[config.mk]
export PLATFORM = sky130hd
export DESIGN_NAME = pipeline_fifo_param
export DESIGN_NICKNAME = d
export VERILOG_FILES = /design/src/rtl/pipeline_pkg.sv /design/src/rtl/pipeline_wrap_ctr.sv /design/src/rtl/pipeline_fifo_param.sv
export SDC_FILE = /design/constraint.sdc
export NUM_CORES = 1
export LEC_CHECK = 0
export BUFFER_PORTS_ARGS = -buffer_cell sky130_fd_sc_hd__buf_4
export CAP_MARGIN = 20
export CORE_MARGIN = 4
export CORE_UTILIZATION = 54
export DETAILED_ROUTE_END_ITERATION = 16
export PLACE_DENSITY = 0.85
export SETUP_SLACK_MARGIN = 0.05
export SYNTH_ARGS = -nofsm -noshare
export SYNTH_HDL_FRONTEND = slang
export SYNTH_HIERARCHICAL = 1
export SYNTH_SLANG_ARGS = --single-unit
[constraint.sdc]
create_clock -name clk -period 2.5 [get_ports clk]
set_clock_uncertainty 0.05 [all_clocks]
set_input_delay 0 -clock clk [delete_from_list [all_inputs] [get_ports clk]]
set_output_delay 0 -clock clk [all_outputs]
set_load 0.02 [all_outputs]
[src/rtl/pipeline_pkg.sv]
// Shared definitions for the LI (latency-insensitive) pipeline building blocks:
// handshake polarity constants and a constant-evaluable clog2 helper.
package pipeline_pkg;

  // Level that marks a token as present on a valid line.
  localparam logic LI_VALID = 1'b1;
  // Level that marks a stall on a backpressure line.
  localparam logic LI_STALL = 1'b1;

  // Ceiling log2. Usable in parameter and localparam expressions.
  function automatic int clog2(input int v);
    int r;
    r = 0;
    for (int i = 0; i < 31; i++) begin
      if ((1 << i) < v) r = i + 1;
    end
    return r;
  endfunction

  // Pointer width for a ring of n slots. It is never narrower than one bit.
  function automatic int ptr_width(input int n);
    return (n > 1) ? clog2(n) : 1;
  endfunction

endpackage

[src/rtl/pipeline_wrap_ctr.sv]
// Modulo-Depth pointer. It wraps explicitly from Depth-1 to 0, so the ring
// size does not have to be a power of two.
module pipeline_wrap_ctr
  import pipeline_pkg::*;
#(
  parameter int Depth = 4,
  localparam int PW = ptr_width(Depth)
) (
  input  logic          clk,
  input  logic          resetn,
  input  logic          inc,
  output logic [PW-1:0] ptr
);

  localparam logic [PW-1:0] LAST = PW'(Depth - 1);

  // Advance on inc and wrap at the last slot. Reset returns the pointer to slot 0.
  always_ff @(posedge clk) begin
    if (!resetn) begin
      ptr <= '0;
    end else if (inc) begin
      ptr <= (ptr == LAST) ? '0 : ptr + 1'b1;
    end
  end

endmodule

[src/rtl/pipeline_fifo_param.sv]
// N-slot elastic LI buffer. It provides an occupancy count, an almost-full
// flag and an optional zero-latency bypass that is used while the buffer
// is empty. Backpressure is derived only from the registered count, so
// there is no combinational path from q_bp to d_bp.
module pipeline_fifo_param
  import pipeline_pkg::*;
#(
  parameter int Width      = 8,
  parameter int Depth      = 4,
  parameter int Bypass     = 0,
  parameter int AlmostFull = Depth - 1,
  localparam int CW = clog2(Depth + 1)
) (
  input  logic             clk,
  input  logic             resetn,
  input  logic [Width-1:0] d,
  input  logic             d_valid,
  output logic             d_bp,
  output logic [Width-1:0] q,
  output logic             q_valid,
  input  logic             q_bp,
  output logic [CW-1:0]    count,
  output logic             almost_full
);

  localparam int            PW       = ptr_width(Depth);
  localparam logic [CW-1:0] FULL_CNT = CW'(Depth);
  localparam logic [CW-1:0] AF_CNT   = CW'(AlmostFull);

  logic [Width-1:0] mem [Depth];
  logic [PW-1:0]    rd_ptr;
  logic [PW-1:0]    wr_ptr;
  logic             empty;
  logic             byp_now;
  logic             incoming;
  logic             outgoing;
  logic             push;
  logic             pop;

  assign empty       = (count == '0);
  assign byp_now     = (Bypass != 0) && empty;
  assign d_bp        = (count == FULL_CNT);
  assign almost_full = (count >= AF_CNT);

  assign incoming = (d_valid == LI_VALID) && (d_bp != LI_STALL);
  assign outgoing = (q_valid == LI_VALID) && (q_bp != LI_STALL);

  // When the bypass path is active and downstream takes the token, the
  // token is never stored. Otherwise every accepted token is written.
  assign push = incoming && !(byp_now && !q_bp);
  // A bypassed token leaves without being stored, so it does not pop storage.
  assign pop  = outgoing && !empty;

  // Output select: the head of storage, or the live input while bypassing.
  always_comb begin
    q       = mem[rd_ptr];
    q_valid = !empty;
    if (byp_now) begin
      q       = d;
      q_valid = d_valid;
    end
  end

  // Occupancy. A simultaneous push and pop leaves the count unchanged.
  always_ff @(posedge clk) begin
    if (!resetn) begin
      count <= '0;
    end else begin
      case ({push, pop})
        2'b10:   count <= count + 1'b1;
        2'b01:   count <= count - 1'b1;
        default: count <= count;
      endcase
    end
  end

  // Token storage. It is data only and is deliberately not reset.
  always_ff @(posedge clk) begin
    if (push) begin
      mem[wr_ptr] <= d;
    end
  end

  pipeline_wrap_ctr #(.Depth(Depth)) u_wr_ctr (
    .clk    (clk),
    .resetn (resetn),
    .inc    (push),
    .ptr    (wr_ptr)
  );

  pipeline_wrap_ctr #(.Depth(Depth)) u_rd_ctr (
    .clk    (clk),
    .resetn (resetn),
    .inc    (pop),
    .ptr    (rd_ptr)
  );

  a_count_bound : assert property (@(posedge clk) disable iff (!resetn)
    count <= FULL_CNT);

  a_no_push_full : assert property (@(posedge clk) disable iff (!resetn)
    !(incoming && d_bp));

  a_q_stable : assert property (@(posedge clk) disable iff (!resetn)
    (q_valid && q_bp) |=> (q == $past(q)));

endmodule

Word level (Yosys, flattened, before mapping)

Memory sizes are Yosys's and may differ from the RTL's. A register that Yosys moved wholly into a read port is not among the register bits.
Cells that the tools add are included.

Memory bits (writable): 32
Latch bits: 0
Word-level logic and storage cells: 29
ROM bits: 0
Memories kept: 1
Flip-flop bits (word level): 7

Memory list:

| memory | words | bits a word | rd ports | clocked after Yosys merged registers in | write ports | RTL line                  | RTL |
|---|---|---|---|---|---|---|---|
| mem    | 4     | 8           | 1        | 1                                       | 1           | pipeline_fifo_param.sv:30 | `logic [Width-1:0] mem [Depth];` |

$lt $le $gt $ge: 1
Bitwise logic cells: 2
Eq/ne operators: 5
Divide/modulo/power cells: 0
Reductions and logical operators: 6
Mux-type cells: 7
Shift operators: 0
$mul: 0
Add/sub/neg operators: 4

Operators with widths:

| cell                | count |
|---|---|
| $mux 2              | 4 |
| $eq 2x2->1 const B  | 3 |
| $pmux 3 s2          | 1 |
| $add 2x1->2 const B | 2 |
| $add 3x1->3 const B | 1 |
| $eq 3x3->1 const B  | 1 |
| $ge 3x2->1 const B  | 1 |
| $logic_and 1x1->1   | 3 |
| $logic_not 3->1     | 1 |
| $sub 3x1->3 const B | 1 |
| $eq 2x1->1 const B  | 1 |
| $mux 1              | 2 |
| $not 1->1           | 2 |
| $reduce_bool 2->1   | 1 |
| $logic_not 1->1     | 1 |

Longest topological paths before layout

Gate-level depths: netlist (run 1).

Depth in word-level cells: 6
Gate-level depth with buffers: 8
Gate-level depth less buffers: 8

Modules after synthesis

The synthesis (run 1) kept the hierarchy.

Modules (own cells, without submodules):

| module              | instances | cells each | area an instance (um^2) | seq. area each (um^2) |
|---|---|---|---|---|
| pipeline_fifo_param | 1         | 71         | 1,396.3                 | 1,021.0 |
| pipeline_wrap_ctr   | 2         | 8          | 95.1                    | 40.0 |

Least setup slack after synthesis (run 1)

OpenSTA, ideal clock, no wires.

Path type: flip-flop to flip-flop
Start point: register count[2]
End point: register count[2]
Data arrival time: 2.259 ns
Required time: 2.380 ns
Slack: 0.121 ns
Period minus slack after synthesis: 2.379 ns
Cell stages (with the launch flop): 9
Cells stage by stage: dfxtp_1 -> nor3b_2 -> nand2b_4 -> ha_1 -> inv_1 -> fa_1 -> xor2_1 -> or3_1 -> a21boi_1

RTL lines:

| what                                                   | RTL line                  | RTL |
|---|---|---|
| start: declaration                                     | pipeline_fifo_param.sv:22 | `output logic [CW-1:0] count,` |
| start signal: assignment                               | pipeline_fifo_param.sv:70 | `2'b10: count <= count + 1'b1;` |
| start signal: assignment                               | pipeline_fifo_param.sv:71 | `2'b01: count <= count - 1'b1;` |
| start signal: assignment                               | pipeline_fifo_param.sv:72 | `default: count <= count;` |
| $eq 3x3->1 (*)                                         | pipeline_fifo_param.sv:42 | `assign d_bp = (count == FULL_CNT);` |
| net d_bp                                               | pipeline_fifo_param.sv:18 | `output logic d_bp,` |
| $not 1->1 (*)                                          | pipeline_fifo_param.sv:45 | `assign incoming = (d_valid == LI_VALID) && (d_bp != LI_STALL);` |
| $logic_and 1x1->1 (*)                                  | pipeline_fifo_param.sv:45 |  |
| $eq 2x1->1 / $eq 2x2->1 (equally long branches)        | pipeline_fifo_param.sv:69 | `case ({push, pop})` |
| $pmux 3 s2 / $reduce_bool 2->1 (equally long branches) | --                        |  |

Mark *: on every way through the listed nets, which the timed path passes. The rest lies on a longest branch.
A chain may end at the register's enable or synchronous reset.

Worst setup path in the final report (run 1)

Start point: register count[0]
End point: register count[2]

Cells in the longest elaborated chain, start to end: 6

RTL lines:

| what                                                   | RTL line                                             | RTL |
|---|---|---|
| $logic_not 3->1 (*)                                    | pipeline_fifo_param.sv:40                            | `assign empty = (count == '0);` |
| $logic_not 1->1 (*)                                    | pipeline_fifo_param.sv:52, pipeline_fifo_param.sv:57 |  |
| $logic_and 1x1->1                                      | pipeline_fifo_param.sv:46                            | `assign outgoing = (q_valid == LI_VALID) && (q_bp != LI_STALL);` |
| $logic_and 1x1->1 (*)                                  | pipeline_fifo_param.sv:52                            | `assign pop = outgoing && !empty;` |
| net pop                                                | pipeline_fifo_param.sv:38                            | `logic pop;` |
| $eq 2x1->1 / $eq 2x2->1 (equally long branches)        | pipeline_fifo_param.sv:69                            |  |
| $pmux 3 s2 / $reduce_bool 2->1 (equally long branches) | --                                                   |  |

Marks and branches as above.

==> flow_summary.ini, run 1 <==
[outcome]
outcome = finished, final reports clean

[setup_path]
arrival_ns = 2.43
cp-end-kind = flip-flop
startpoint_type = flip-flop
worstSetupPathType = flip-flop to flip-flop
required_ns = 2.72
crit_fanout = 4

[placed_design]
dpl.cell_count = 146
portBuffers = 25
dp_hpwl_mm = 1.902
gp_congestion = 0.7374

[clocking]
post_cts_resized = 0
clk_path_buf_depth = 2
post-cts-setup-buffer-count = 0
cts_root_buf = clkbuf_4
insertion_delay_ns = 0.34
htreeDepth = 2
clk_pin_slew_ns = 0.10
clock-sinks = 39
cts_hold_buf = 9
cts_made_buffers = 5
cts_tree = yes

[floorplanning]
die_w_um = 62.21
dieHeight_um = 62.21
die_area_um2 = 3869
ioPinCount = 26
floorplan.initialDensity = 0.5704
rows = 19
design.core.area_um2 = 2781

[global_routing]
grt.overflow.total = 0
grt_pass1_wl_mm = 4.698
antenna_found_initial = 0
grt_pass1_vias = 970
track_usage = 0.1612
grt_max_degree = 12

[sta]
post-route-period-util = 0.8848
hold_viol_final = 0
worst_slew_pin_slew_ns = 0.6435
slew_violations = 0
slew_headroom = 0.5704
fmax_mhz = 452.1
finalCriticalPeriod_ns = 2.212
setup_violations = 0
fin_tns_setup_ns = 0
rsz0062_at_grt = no

[cells_and_area]
areaGrowthSynthToFinish_pct = 24.37
multi_input_area_um2 = 450.4
diodes = 0
instances_no_fill = 163
final_common_cell = edfxtp_1
fillerInstances = 195
nNetsFinal = 147
layout-drive-gt1-share = 0.3561
regArea_um2 = 1101
final_cell_mix = 32 x edfxtp_1, 30 x buf_4, 9 x dlygate4sd3_1, 8 x mux4_2, 7 x dfxtp_1

[run]
cap_violations = 0

[power]
power.total_mw = 1.822
leakage_nw = 0.7260
ir_drop_mv = 0.7593
power.density_nw_per_um2 = 923.6

[detailed_routing]
wire_per_inst_um = 17.03
vias_per_cell = 5.571
drcViolationCount = 0
vias = 908
drt_iter0_drc = 18
routed_wl_mm = 2.776
antenna_left = 0
drt_pre_antenna_iters = 4

[yosys]
synth_seq_cells = 39
ys_warn_count = 6
ys_seq_area_frac = 0.6940
synthCells = 87
synth_fp_nets = 103
syn_area_per_cell_um2 = 18.24
syn_area_um2 = 1587
synth.distinct_cells = 25

[min_path]
hp-class = input port to flip-flop
metrics by stage:
stage | hold slack (ns) | utilization | setup WS (ns) | cell area (um^2)
after floorplan | 0.04887 | - | 0.1210 | 1587
after global placement | 0.1490 | 0.6595 | 0.4668 | 1834
after detailed placement | 0.1566 | 0.6595 | 0.3278 | 1834
after CTS | 0.07761 | 0.7094 | 0.2871 | 1973
after global routing | 0.1150 | 0.7094 | 0.1009 | 1973
final | 0.09667 | 0.7094 | 0.2881 | 1973
path summary, 6_finish.rpt:
check	cells past startpoint	endpoint	startpoint	slack, ns
min reg2reg	2	count[2]$_SDFFE_PN0P_	count[2]$_SDFFE_PN0P_	0.51
min	5	u_wr_ctr/ptr[1]$_SDFFE_PN0P_	d_valid	0.1
max	8	count[2]$_SDFFE_PN0P_	count[0]$_SDFFE_PN0P_	0.29
max reg2reg	8	count[2]$_SDFFE_PN0P_	count[0]$_SDFFE_PN0P_	0.29
cell families after synthesis:
group,after synthesis,synth area share
DFF,39,0.6940
and+or+nand+nor,18,0.08280
buffers and inverters,7,0.02208
adders and majority gates,4,0.03628
AOI/OAI and AO/OA,7,0.02760
xor gates and xnor gates,2,0.01104
muxes,10,0.1262
synthesized netlist by cell type:
| cell type | n | area [um^2] |
|---|---|---|
| edfxtp_1 | 32 | 960.9 |
| mux4_2 | 8 | 180.2 |
| dfxtp_1 | 7 | 140.1 |
| inv_1 | 5 | 18.77 |
| nor2b_1 | 4 | 25.02 |
| ha_1 | 3 | 37.54 |
| nor3b_2 | 3 | 37.54 |
| o21ai_0 | 3 | 15.01 |
| and2_1 | 2 | 12.51 |
| mux2i_1 | 2 | 20.02 |
| nand2_1 | 2 | 7.510 |
| nor3b_1 | 2 | 15.01 |
| o21a_1 | 2 | 15.01 |
| a21boi_1 | 1 | 7.510 |
| a31oi_1 | 1 | 6.260 |
| buf_6 | 1 | 11.26 |
| clkbuf_2 | 1 | 5.000 |
| fa_1 | 1 | 20.02 |
| nand2b_4 | 1 | 13.76 |
| nand3_1 | 1 | 5.000 |
| nor2_1 | 1 | 3.750 |
| nor3_1 | 1 | 5.000 |
| or3_1 | 1 | 6.260 |
| xnor2_1 | 1 | 8.760 |
| xor2_1 | 1 | 8.760 |
where the power goes:
part           internal [mW]  switching, mW  leakage [nW]  total (mW)
Combinational          0.338          0.321         0.348       0.659
Clock                  0.104          0.189        0.0273       0.293
Sequential             0.785         0.0854         0.351       0.870
critical path, stage by stage, from the launching register on:
cell,delay [ns]
dfxtp_1,0.42
inv_1,0.13
a31oi_1,0.28
ha_1,0.23
inv_1,0.06
fa_1,0.38
xor2_1,0.16
or3_1,0.30
a21boi_1,0.15
flip-flops by register name, summed over array words and instances, names as in the netlist:
register      count
mem              32
count             3
u_rd_ctr/ptr      2
u_wr_ctr/ptr      2
final cells by class:
class / count / share of cell area
tap: 31 / 0.01966
multi-input combinational: 41 / 0.2283
sequential: 39 / 0.5580
inverter: 5 / 0.009512
clock inverter: 2 / 0.003805
timing repair buffer: 39 / 0.1598
clock buffer: 6 / 0.02093
metal layers:
layer | GRT usage | vias up | routed length (um)
met1 | 0.1882 | 453 | 1158
met5 | 0 | - | 0
met2 | 0.2630 | 26 | 1411
li1 | - | 425 | -
met3 | 0.05405 | 4 | 153
met4 | 0.08130 | 0 | 53
No activity file was read; power rests on OpenSTA's default activity.
==> inputs of run 2 (changes only) <==
--- a/config.mk
+++ b/config.mk
@@ -9,6 +9,7 @@
 export CAP_MARGIN = 20
 export CORE_MARGIN = 4
 export CORE_UTILIZATION = 54
+export CTS_BUF_LIST = sky130_fd_sc_hd__clkbuf_16
 export DETAILED_ROUTE_END_ITERATION = 16
 export PLACE_DENSITY = 0.85
 export SETUP_SLACK_MARGIN = 0.05
==> flow_summary.ini, run 2 (synthesis gave the netlist of run 1 again) <==
[outcome]
outcome = finished, final reports clean

[setup_path]
worstSetupPathType = flip-flop to flip-flop
cp-end-kind = flip-flop
reg2reg_slack_ns = 0.30
crit_chain = inv_1 > a31oi_1 > ha_1 > inv_1 > fa_1 > xor2_1 > or3_1 > a21boi_1
crit_fanout = 4
max_stage_delay_ns = 0.40
crit_top_cell = inv_1
critPathBufInv = 2
cp_top_family = adder cells
arrival_ns = 2.36
required_ns = 2.66
crit_slowest_cell = dfxtp_1
startpoint_type = flip-flop

[sta]
finalCriticalPeriod_ns = 2.200
slew_headroom = 0.5611
post-route-period-util = 0.8801
worst_slew_pin_slew_ns = 0.6574
rsz0062_at_grt = no
fin_tns_setup_ns = 0
fmax_mhz = 454.5
setup_violations = 0
hold_viol_final = 0
slew_violations = 0
setup_ws_ns = 0.2998
fin_hold_ws_ns = 0.1581

[placed_design]
portBuffers = 25
placed_area_um2 = 1834
dpl_worst_slack_ns = 0.3278
dp_hpwl_mm = 1.902
gp_congestion = 0.7374

[floorplanning]
design.core.area_um2 = 2781
ioPinCount = 26
rows = 19
die_area_um2 = 3869
die_w_um = 62.21
dieHeight_um = 62.21
floorplan.initialDensity = 0.5704

[power]
leakage_nw = 0.7688
ir_drop_mv = 0.9286
power.density_nw_per_um2 = 1026

[cells_and_area]
fillerInstances = 183
areaGrowthSynthToFinish_pct = 29.89
final_common_cell = edfxtp_1
regMostFlops = mem
layout-drive-gt1-share = 0.3561
nNetsFinal = 147
diodes = 0
finalCoreUtilization = 0.7409
largest_reg_flops = 32
multi_input_area_um2 = 450.4
regArea_um2 = 1101
final_area_um2 = 2061
final_cell_mix = 32 x edfxtp_1, 30 x buf_4, 9 x dlygate4sd3_1, 8 x mux4_2, 7 x dfxtp_1
top_regs = mem x32, count x3

[clocking]
htreeDepth = 2
post-cts-setup-buffer-count = 0
cts_hold_buf = 9
cts_made_buffers = 5
insertion_delay_ns = 0.28
clk_path_buf_depth = 2
cts_tree = yes
cts_root_buf = clkbuf_16
clk_pin_slew_ns = 0.05
post_cts_resized = 0
clock-sinks = 39

[detailed_routing]
drt_iter0_drc = 25
wire_per_inst_um = 17.11
routed_wl_mm = 2.789
vias_per_cell = 5.546
drcViolationCount = 0
drt_pre_antenna_iters = 4
vias = 904
antenna_left = 0

[min_path]
hp-class = input port to flip-flop

[global_routing]
antenna_found_initial = 0
grt_max_degree = 12
grt.overflow.total = 0
grt_pass1_vias = 966
grt_pass1_wl_mm = 4.726
track_usage = 0.1638

[run]
cap_violations = 0
[run 2: cell types whose count changed in the layout (fill, tap and decap cells not counted)]
cell       change
clkbuf_4       -5
inv_1          +1
clkbuf_16      +5
clkbuf_1       -1
[run 2: layer usage]
layer,GRT usage,routed length [um],up-vias
li1,-,-,422
met1,0.1914,1143,448
met2,0.2604,1400,27
met3,0.07027,189,7
met4,0.07317,56,0
met5,0,0,-
[run 2: worst register-to-register path, cell delays in order, from the launching register on]
cell and delay, ns:
dfxtp_1 0.40, inv_1 0.13, a31oi_1 0.28, ha_1 0.23, inv_1 0.06, fa_1 0.38, xor2_1 0.16, or3_1 0.30
a21boi_1 0.15
[run 2: cell type report]
type / count / area share
Inverter: 5 / 0.009107
Sequential cell: 39 / 0.5343
Clock buffer: 5 / 0.06072
Tap cell: 31 / 0.01882
Multi-Input combinational cell: 41 / 0.2186
Timing Repair Buffer: 39 / 0.1530
Clock inverter: 3 / 0.005464
[run 2: metrics by stage]
stage	total power, mW	std cells
2_1_floorplan	1.293	87
3_3_place_gp	1.516	146
3_5_place_dp	1.540	146
4_1_cts	2.141	163
5_1_grt	2.227	163
6_report	2.115	163
[run 2: final timing paths]
check,startpoint,end,cells past startpoint
worst min register to register,count[2]$_SDFFE_PN0P_,count[2]$_SDFFE_PN0P_,2
worst max-delay path,count[0]$_SDFFE_PN0P_,count[2]$_SDFFE_PN0P_,8
worst max register to register,count[0]$_SDFFE_PN0P_,count[2]$_SDFFE_PN0P_,8
worst min-delay path,d_valid,u_wr_ctr/ptr[1]$_SDFFE_PN0P_,5
[run 2: power breakdown]
| group | internal, mW | switching [mW] | leakage (nW) | total (mW) |
|---|---|---|---|---|
| Clock | 0.358 | 0.225 | 0.0701 | 0.583 |
| Combinational | 0.338 | 0.322 | 0.348 | 0.660 |
| Sequential | 0.787 | 0.0849 | 0.351 | 0.872 |
